File: src/rtl/clint_mh_if.sv
// Memory-mapped en/we slave bus between a core and the CLINT.
// A transfer is a one-cycle en_i pulse, answered one cycle later by data_ready_o.
interface clint_mh_if #(
    parameter int XLEN = 32
);
    logic            en_i;
    logic            we_i;
    logic [XLEN-1:0] addr_i;
    logic [XLEN-1:0] data_i;
    logic [XLEN-1:0] data_o;
    logic            data_ready_o;

    modport master (
        output en_i, we_i, addr_i, data_i,
        input  data_o, data_ready_o
    );

    modport slave (
        input  en_i, we_i, addr_i, data_i,
        output data_o, data_ready_o
    );
endinterface

File: src/rtl/clint_mh.sv
// Multi-hart core-local interruptor: shared prescaled 64-bit mtime, per-hart
// mtimecmp/msip, and registered timer/software interrupt lines.
module clint_mh #(
    parameter int XLEN     = 32,
    parameter int NHARTS   = 4,
    parameter int TICK_DIV = 100_000,
    parameter int DIV_W    = 32
) (
    input  logic              clk_i,
    input  logic              rst_i,
    clint_mh_if.slave         bus,
    output logic [NHARTS-1:0] tmr_irq_o,
    output logic [NHARTS-1:0] sft_irq_o
);

    logic [63:0]       mtime_q, mtime_d;
    logic [63:0]       mtimecmp_q [NHARTS];
    logic [63:0]       mtimecmp_d [NHARTS];
    logic [NHARTS-1:0] msip_q, msip_d;
    logic              ctrl_en_q, ctrl_en_d;
    logic [DIV_W-1:0]  div_q, div_d;
    logic [DIV_W-1:0]  presc_q, presc_d;
    logic [XLEN-1:0]   rdata_q, rdata_d;
    logic              ready_q, ready_d;
    logic [NHARTS-1:0] tmr_q, tmr_d;
    logic [NHARTS-1:0] sft_q, sft_d;

    logic [13:0]     wa;
    logic            wr, rd, tick;
    logic            is_msip, is_cmp, is_mtlo, is_mthi, is_ctrl, is_div;
    logic [XLEN-1:0] rdata;
    logic            unused_addr;

    assign wa          = bus.addr_i[15:2];
    assign unused_addr = ^{bus.addr_i[XLEN-1:16], bus.addr_i[1:0]};

    always_comb begin
        wr      = bus.en_i & bus.we_i;
        rd      = bus.en_i & ~bus.we_i;
        is_msip = (wa[13:12] == 2'b00);
        is_cmp  = (wa[13:12] == 2'b01);
        is_mtlo = (wa == 14'h2FFE);
        is_mthi = (wa == 14'h2FFF);
        is_ctrl = (wa == 14'h3000);
        is_div  = (wa == 14'h3001);

        // DIV of 0 or 1 ticks every enabled cycle; the prescaler then stays at 0
        tick = ctrl_en_q && ((div_q <= DIV_W'(1)) || (presc_q == div_q - DIV_W'(1)));

        presc_d = presc_q;
        if (ctrl_en_q) presc_d = tick ? '0 : presc_q + DIV_W'(1);
        if (wr && is_div) presc_d = '0;

        // A software write to either half overrides a coincident tick
        mtime_d = tick ? mtime_q + 64'd1 : mtime_q;
        if (wr && is_mtlo) mtime_d = {mtime_q[63:32], bus.data_i};
        if (wr && is_mthi) mtime_d = {bus.data_i, mtime_q[31:0]};

        ctrl_en_d  = (wr && is_ctrl) ? bus.data_i[0] : ctrl_en_q;
        div_d      = (wr && is_div) ? DIV_W'(bus.data_i) : div_q;
        msip_d     = msip_q;
        mtimecmp_d = mtimecmp_q;
        rdata      = '0;

        for (int h = 0; h < NHARTS; h++) begin
            if (is_msip && (wa[11:0] == 12'(h))) begin
                if (wr) msip_d[h] = bus.data_i[0];
                rdata = {{(XLEN-1){1'b0}}, msip_q[h]};
            end
            if (is_cmp && (wa[11:1] == 11'(h))) begin
                if (wr && wa[0])  mtimecmp_d[h][63:32] = bus.data_i;
                if (wr && !wa[0]) mtimecmp_d[h][31:0]  = bus.data_i;
                rdata = wa[0] ? mtimecmp_q[h][63:32] : mtimecmp_q[h][31:0];
            end
            tmr_d[h] = (mtime_q >= mtimecmp_q[h]);
        end

        if (is_mtlo) rdata = mtime_q[31:0];
        if (is_mthi) rdata = mtime_q[63:32];
        if (is_ctrl) rdata = {{(XLEN-1){1'b0}}, ctrl_en_q};
        if (is_div)  rdata = XLEN'(div_q);

        rdata_d = rd ? rdata : rdata_q;
        ready_d = bus.en_i;
        sft_d   = msip_q;
    end

    always_ff @(posedge clk_i) begin
        if (rst_i) begin
            mtime_q   <= '0;
            for (int h = 0; h < NHARTS; h++) mtimecmp_q[h] <= '1;
            msip_q    <= '0;
            ctrl_en_q <= 1'b1;
            div_q     <= DIV_W'(TICK_DIV);
            presc_q   <= '0;
            rdata_q   <= '0;
            ready_q   <= 1'b0;
            tmr_q     <= '0;
            sft_q     <= '0;
        end else begin
            mtime_q    <= mtime_d;
            mtimecmp_q <= mtimecmp_d;
            msip_q     <= msip_d;
            ctrl_en_q  <= ctrl_en_d;
            div_q      <= div_d;
            presc_q    <= presc_d;
            rdata_q    <= rdata_d;
            ready_q    <= ready_d;
            tmr_q      <= tmr_d;
            sft_q      <= sft_d;
        end
    end

    assign bus.data_o       = rdata_q;
    assign bus.data_ready_o = ready_q;
    assign tmr_irq_o        = tmr_q;
    assign sft_irq_o        = sft_q;

endmodule

File: src/flat_wrapper.sv
// flat-port wrapper written by rule: the top's interface ports become plain ports
module clint_mh_flat 
#(
    parameter int XLEN     = 32,
    parameter int NHARTS   = 4,
    parameter int TICK_DIV = 100_000,
    parameter int DIV_W    = 32
)
  (clk_i, rst_i, tmr_irq_o, sft_irq_o, bus_en_i, bus_we_i, bus_addr_i, bus_data_i, bus_data_o, bus_data_ready_o);
  clint_mh_if #(.XLEN(XLEN)) bus_i ();
  input  logic clk_i;
  input  logic rst_i;
  output logic [NHARTS-1:0] tmr_irq_o;
  output logic [NHARTS-1:0] sft_irq_o;
  input wire logic [$bits(bus_i.en_i)-1:0] bus_en_i;
  input wire logic [$bits(bus_i.we_i)-1:0] bus_we_i;
  input wire logic [$bits(bus_i.addr_i)-1:0] bus_addr_i;
  input wire logic [$bits(bus_i.data_i)-1:0] bus_data_i;
  output wire logic [$bits(bus_i.data_o)-1:0] bus_data_o;
  output wire logic [$bits(bus_i.data_ready_o)-1:0] bus_data_ready_o;
  assign bus_i.en_i = bus_en_i;
  assign bus_i.we_i = bus_we_i;
  assign bus_i.addr_i = bus_addr_i;
  assign bus_i.data_i = bus_data_i;
  assign bus_data_o = bus_i.data_o;
  assign bus_data_ready_o = bus_i.data_ready_o;
  clint_mh #(.XLEN(XLEN), .NHARTS(NHARTS), .TICK_DIV(TICK_DIV), .DIV_W(DIV_W)) u_core (.clk_i(clk_i), .rst_i(rst_i), .bus(bus_i), .tmr_irq_o(tmr_irq_o), .sft_irq_o(sft_irq_o));
endmodule
File: config.mk
export PLATFORM = sky130hd
export DESIGN_NAME = clint_mh_flat
export DESIGN_NICKNAME = d
export VERILOG_FILES = /design/src/rtl/clint_mh_if.sv /design/src/rtl/clint_mh.sv /design/src/flat_wrapper.sv
export SDC_FILE = /design/constraint.sdc
export NUM_CORES = 2
export LEC_CHECK = 0
export BUFFER_PORTS_ARGS = -buffer_cell sky130_fd_sc_hd__buf_2
export CAP_MARGIN = 15
export CORE_MARGIN = 2
export CORE_UTILIZATION = 65
export CTS_CLUSTER_DIAMETER = 50
export DETAILED_ROUTE_END_ITERATION = 16
export PLACE_DENSITY_LB_ADDON = 0.15
export SYNTH_ARGS = -nofsm -noshare
export SYNTH_HDL_FRONTEND = slang
export SYNTH_SLANG_ARGS = --single-unit
File: constraint.sdc
create_clock -name clk_i -period 10.29 [get_ports clk_i]
set_input_delay 2.058 -clock clk_i [delete_from_list [all_inputs] [get_ports clk_i]]
set_output_delay 2.058 -clock clk_i [all_outputs]
set_load 0.02 [all_outputs]
Yosys cells after proc, flatten, opt, wreduce, memory -nomap -nowiden
Cells that the tools add are included.
Storage, ports and cells
  register bits: 430
  input port bits: 68
  output and inout bits: 41
Cells by class
  add/sub/neg operators: 3
  $lt $le $gt $ge: 5
  equal/unequal tests: 13
  muxes and demuxes: 20
  bitwise logic cells: 4
  reductions and logical operators: 37
Operators with widths (count)
  $mux W32: 16
  $ge A64 B64 Y1: 4
  $mux W64: 3
  $add A64 B1 Y64 const B: 1
  $eq A14 B14 Y1 const B: 4
  $add A32 B1 Y32 const B: 1
  $eq A32 B32 Y1: 1
  $le A32 B1 Y1 const B: 1
  $sub A32 B1 Y32 const B: 1
  $reduce_and A2 Y1: 14
  $eq A12 B2 Y1 const B: 2
  $eq A11 B2 Y1 const B: 2
  $logic_and A1 B1 Y1: 15
  $eq A12 B1 Y1 const B: 1
  $logic_not A12 Y1: 1
  $eq A11 B1 Y1 const B: 1
  $logic_not A11 Y1: 1
  $reduce_bool A2 Y1: 2
  $and A1 B1 Y1: 2
  $eq A2 B1 Y1 const B: 1
  $logic_not A2 Y1: 1
  $ne A2 B2 Y1 const B: 1
  $not A1 Y1: 2
  $reduce_or A2 Y1: 1
  3 further kinds: 3

Logic depth before layout (Yosys ltp)
  word-level depth: 14
  depth in mapped cells: 14
  depth with buffers taken out: 11

Worst setup path after synthesis
OpenSTA, ideal clock, no wires.
  kind: in2reg
  start: in bus_addr_i[10]
  end: reg u_core.presc_q[20]
  library setup time: 117 ps
  arrival: 4502 ps
  data required time: 10173 ps
  path slack: 5671 ps
  stages: 9
  buffers on the path: 2
  cells stage by stage: nor4_1 -> nand4_1 -> nor4b_1 -> inv_1 -> nor3_1 -> or4_1 -> clkbuf_1 -> buf_2 -> nor2_1
On the way
  word-level cells in the longest chain between the ends: 3
Ends and longest elaborated chain
  start: declaration: line flat_wrapper.sv:17  | input wire logic [$bits(bus_i.addr_i)-1:0] bus_addr_i;
  $eq A14 B14 Y1: line clint_mh.sv:45  | is_div = (wa == 14'h3001);
  $logic_and A1 B1 Y1: line clint_mh.sv:52  | if (wr && is_div) presc_d = '0;
  $reduce_or A2 Y1 (no line)
  end signal: assignment: line clint_mh.sv:106  | presc_q <= presc_d;
  end: declaration: line clint_mh.sv:22  | logic [DIV_W-1:0] presc_q, presc_d;
Every way passes these cells.
A chain may end at the register's enable or synchronous reset.

Worst setup path after layout
  start: in bus_addr_i[2]
  end: reg u_core.mtime_q[51]
On the way
  word-level cells in the longest chain between the ends: 4
Ends and longest elaborated chain
  $eq A14 B14 Y1 (on tied branches): line clint_mh.sv:43, clint_mh.sv:42
  $logic_and A1 B1 Y1 (on tied branches): line clint_mh.sv:57, clint_mh.sv:56
  $ne A2 B2 Y1 (no line) / $reduce_bool A2 Y1 (equally long branches)
  $reduce_and A2 Y1 (no line)
  end signal: assignment: line clint_mh.sv:101  | mtime_q <= mtime_d;
  end: declaration: line clint_mh.sv:16  | logic [63:0] mtime_q, mtime_d;
Parallel ways exist; a longest one is shown, timed or not.

==> flow_metrics.env <==
export IMPL_hold_class="flop to flop"
export IMPL_cts_root_buf="clkbuf_16"
export IMPL_numClockSinks=430
export IMPL_clk_path_buf_depth=3
export IMPL_dpl_cell_area_sq_mm=0.0274
export IMPL_overflow=0
export IMPL_setup_tns_ps=0
export IMPL_worstReg2RegStart="u_core.div_q[1]$_SDFFE_PP0P_"
export IMPL_post_cts_repair_setup_buffers=0
export IMPL_postSynth_asyncResetShare_pct=0
export IMPL_cp_cell_sequence="buf_6 -> inv_2 -> nand3_1 -> nor2_4 -> buf_4 -> a211oi_1 -> nand4_2 -> nand2_2 -> and4_1 -> nor4_1"
export IMPL_cts_tree="yes"
export IMPL_numPortBuffers=90
export IMPL_wl_per_cell_microns=25.5
export IMPL_hold_depth=2
export IMPL_post_cts_resized=0
export IMPL_path_clk_slew_ps=60
export IMPL_dr_pass1_iters=7
export IMPL_timing_rr_end="u_core.mtime_q[18]$_SDFFE_PP0P_"
export IMPL_endpoint_kind="flop"
export IMPL_final_layout_size_suffix_gt1_share_pct=9.47
export IMPL_area_growth_pct=8.99
export IMPL_synth_main_ff_cell="dfxtp_1"
export IMPL_finalCriticalPeriod_ps=6130
export IMPL_final_setup_viol_count=0
export IMPL_vias=26523
export IMPL_die_area_sq_mm=0.0428
export IMPL_io_pins=109
export IMPL_grt_usage_pct=44.8
export IMPL_die_x_microns=207
export IMPL_synthCells=3291
export IMPL_numCtsBuffers=50
export IMPL_wl_mm=97.1
export IMPL_drv_slew=0
export IMPL_fillCellCount=3261
export IMPL_top_layer="met5"
export IMPL_p_leak_nw=14.4
export IMPL_cap_violations=0
export IMPL_drt_iter0_drc=3437
export IMPL_rrSetupSlack_ps=5750
export IMPL_synth_top_area_cell="dfxtp_1"
export IMPL_outcome="complete, no violations"
export IMPL_slew_limit_headroom_pct=4.48
export IMPL_required_ps=10790
export IMPL_max_stage_delay_ps=860
export IMPL_reg2reg_depth=11
export IMPL_synth_common_cells="464 x nand2_1, 430 x dfxtp_1, 270 x inv_1"
export IMPL_fin_util_pct=71.6
export IMPL_crit_slowest_cell="nor2_4"
export IMPL_tightest_slew_ps=1400
export IMPL_finalCritPeriodShare_pct=59.6
export IMPL_synth_most_common_cell="nand2_1"
export IMPL_timing_hold_violations_final=0
export IMPL_yosysWarnings=0
export IMPL_ctsHoldBuffers=0
export IMPL_hpwl_mm=65.5
export IMPL_nNetsFinal=3559
export IMPL_drc=0
export IMPL_crit_arrival_ps=6630
export IMPL_via_per_inst=6.97
export IMPL_clkLatencyLatePin_ps=620
export IMPL_syn_avg_cell_area_sq_um=8.14
export IMPL_cp_max_fo=57
export IMPL_ys_seq_elements=430
export IMPL_rows=74
export IMPL_criticalPathCategory="input port to flop"
export IMPL_ant_nets=0
export IMPL_startpoint_type="input port"
export IMPL_synth_net_count=3619
export IMPL_rsz0062_at_grt="no"
export IMPL_synth_area_leaders="dfxtp_1 32%, ha_1 12%, o211ai_1 7.5%"
export IMPL_peakVddDrop_mv=0.137
export IMPL_synth_top_area_share_pct=32.1
export IMPL_min_delay_start="u_core.bus.data_o[0]$_SDFFE_PP0P_"
export IMPL_die_h_microns=207
export IMPL_grt_pass1_wl_mm=145
export IMPL_grt_max_degree=196
export IMPL_hold_end="u_core.bus.data_o[0]$_SDFFE_PP0P_"
export IMPL_synth_edff_count=0
export IMPL_gp_congestion=0.976
export IMPL_coreArea_sq_mm=0.0407
export IMPL_wl_met2_mm=40.3
export IMPL_met1_length_mm=37.5
export IMPL_ctsHtreeMaxLevel=2
export IMPL_fmax_mhz=163
export IMPL_synth_seq_area_share_pct=32.1
export IMPL_ys_types=81
export IMPL_grt_antenna_before_repair=7
export IMPL_grt_pass1_vias=24927
export IMPL_power_density_mw_per_mm2=129
export IMPL_clock_skew_ps=33.3
export IMPL_start_util_pct=65.7
export IMPL_netlist_area_sq_mm=0.0268
export IMPL_fin_area_sq_mm=0.0292
export IMPL_met3_length_mm=12.2
cell usage in the layout, fill, tap and decap left out, types with 12 or more instances in the layout:
master,Yosys,routed
mux2i_1,73,73
a31oi_1,12,12
xnor2_1,32,32
nand3_1,55,55
nor2b_1,29,28
nand2_1,464,463
clkbuf_8,0,15
nor3_1,67,61
o211ai_1,269,269
and3_1,34,34
xor2_1,34,34
nand2b_1,16,16
buf_2,14,87
nand4_1,75,75
mux4_2,30,30
o21ai_0,106,106
inv_1,270,270
a221oi_1,38,38
or4_1,16,16
ha_1,260,260
a21oi_1,196,196
nor4_1,36,35
a211oi_1,21,21
nor2_1,178,170
dfxtp_1,430,430
buf_4,0,36
o221ai_1,19,19
a21o_1,99,99
and4_1,12,12
clkbuf_16,0,51
worst max-delay path by stage:
stage	start	cells past startpoint	to
after floorplan	bus_addr_i[10]	9	u_core.presc_q[20]$_SDFFE_PP0P_
after global placement	bus_addr_i[2]	10	u_core.mtime_q[18]$_SDFFE_PP0P_
after detailed placement	bus_addr_i[2]	10	u_core.mtime_q[18]$_SDFFE_PP0P_
after CTS	bus_addr_i[2]	10	u_core.mtime_q[18]$_SDFFE_PP0P_
after global routing	bus_addr_i[2]	10	u_core.mtime_q[56]$_SDFFE_PP0P_
final	bus_addr_i[2]	10	u_core.mtime_q[51]$_SDFFE_PP0P_
critical path: cells and delay by family:
kind,cells,cell delay (ps)
compound gates,1,120
simple gates,6,2960
buf+inv,3,1420
through the flow:
| stage | setup WS (ps) | total power (W) | hold slack, ps | cells |
|---|---|---|---|---|
| detailed placement | 3770 | 0.00189 | 457 | 3709 |
| CTS | 4380 | 0.00375 | 464 | 3802 |
| global placement | 3880 | 0.00189 | 443 | 3709 |
| global route | 4070 | 0.00383 | 501 | 3804 |
| finish | 4160 | 0.00376 | 463 | 3807 |
| floorplan | 5670 | 0.00182 | 445 | 3291 |
registers in the layout, indices dropped and copies added, names as in the netlist, 4 cells and up:
register	cells
u_core.tmr_irq_o	4
u_core.presc_q	32
u_core.bus.data_o	32
u_core.mtime_q	64
u_core.mtimecmp_q	256
u_core.div_q	32
u_core.msip_q	4
u_core.sft_irq_o	4
layer usage:
metal  up-vias  GRT usage, %
met2      1745          65.8
li1      11788             -
met3       413          9.56
met1     12563          59.3
met4        14          29.0
met5         -          1.04
layout make-up:
cell class                      instances  area [sq um]  area share [%]
Antenna cell                            3          7.51          0.0257
Tap cell                              532           666            2.28
Multi-Input combinational cell       2350         16400            56.0
Inverter                              272          1030            3.52
Clock inverter                         16           220           0.755
Sequential cell                       430          8610            29.5
Timing Repair Buffer                  127           779            2.67
Clock buffer                           77          1520            5.22
power by group:
group          internal [W]  switching, W
Clock               0.00114      0.000756
Combinational     0.0000462      0.000134
Sequential          0.00167    0.00000831
Total               0.00286      0.000899
cells by family (layout without fill, tap and decap cells):
logic type      after synthesis  count (layout)  share of synthesized area [%]
xor+xnor                     66              66                           2.16
flops                       430             430                           32.1
other cells                   0               3                              0
simple gates               1038            1038                           18.2
fa+ha+maj                   260             260                           12.1
compound gates              872             872                           22.4
mux                         114             114                           5.71
buf+inv                     511             492                           7.23
Note: power is estimated with default switching activity, not from simulation.
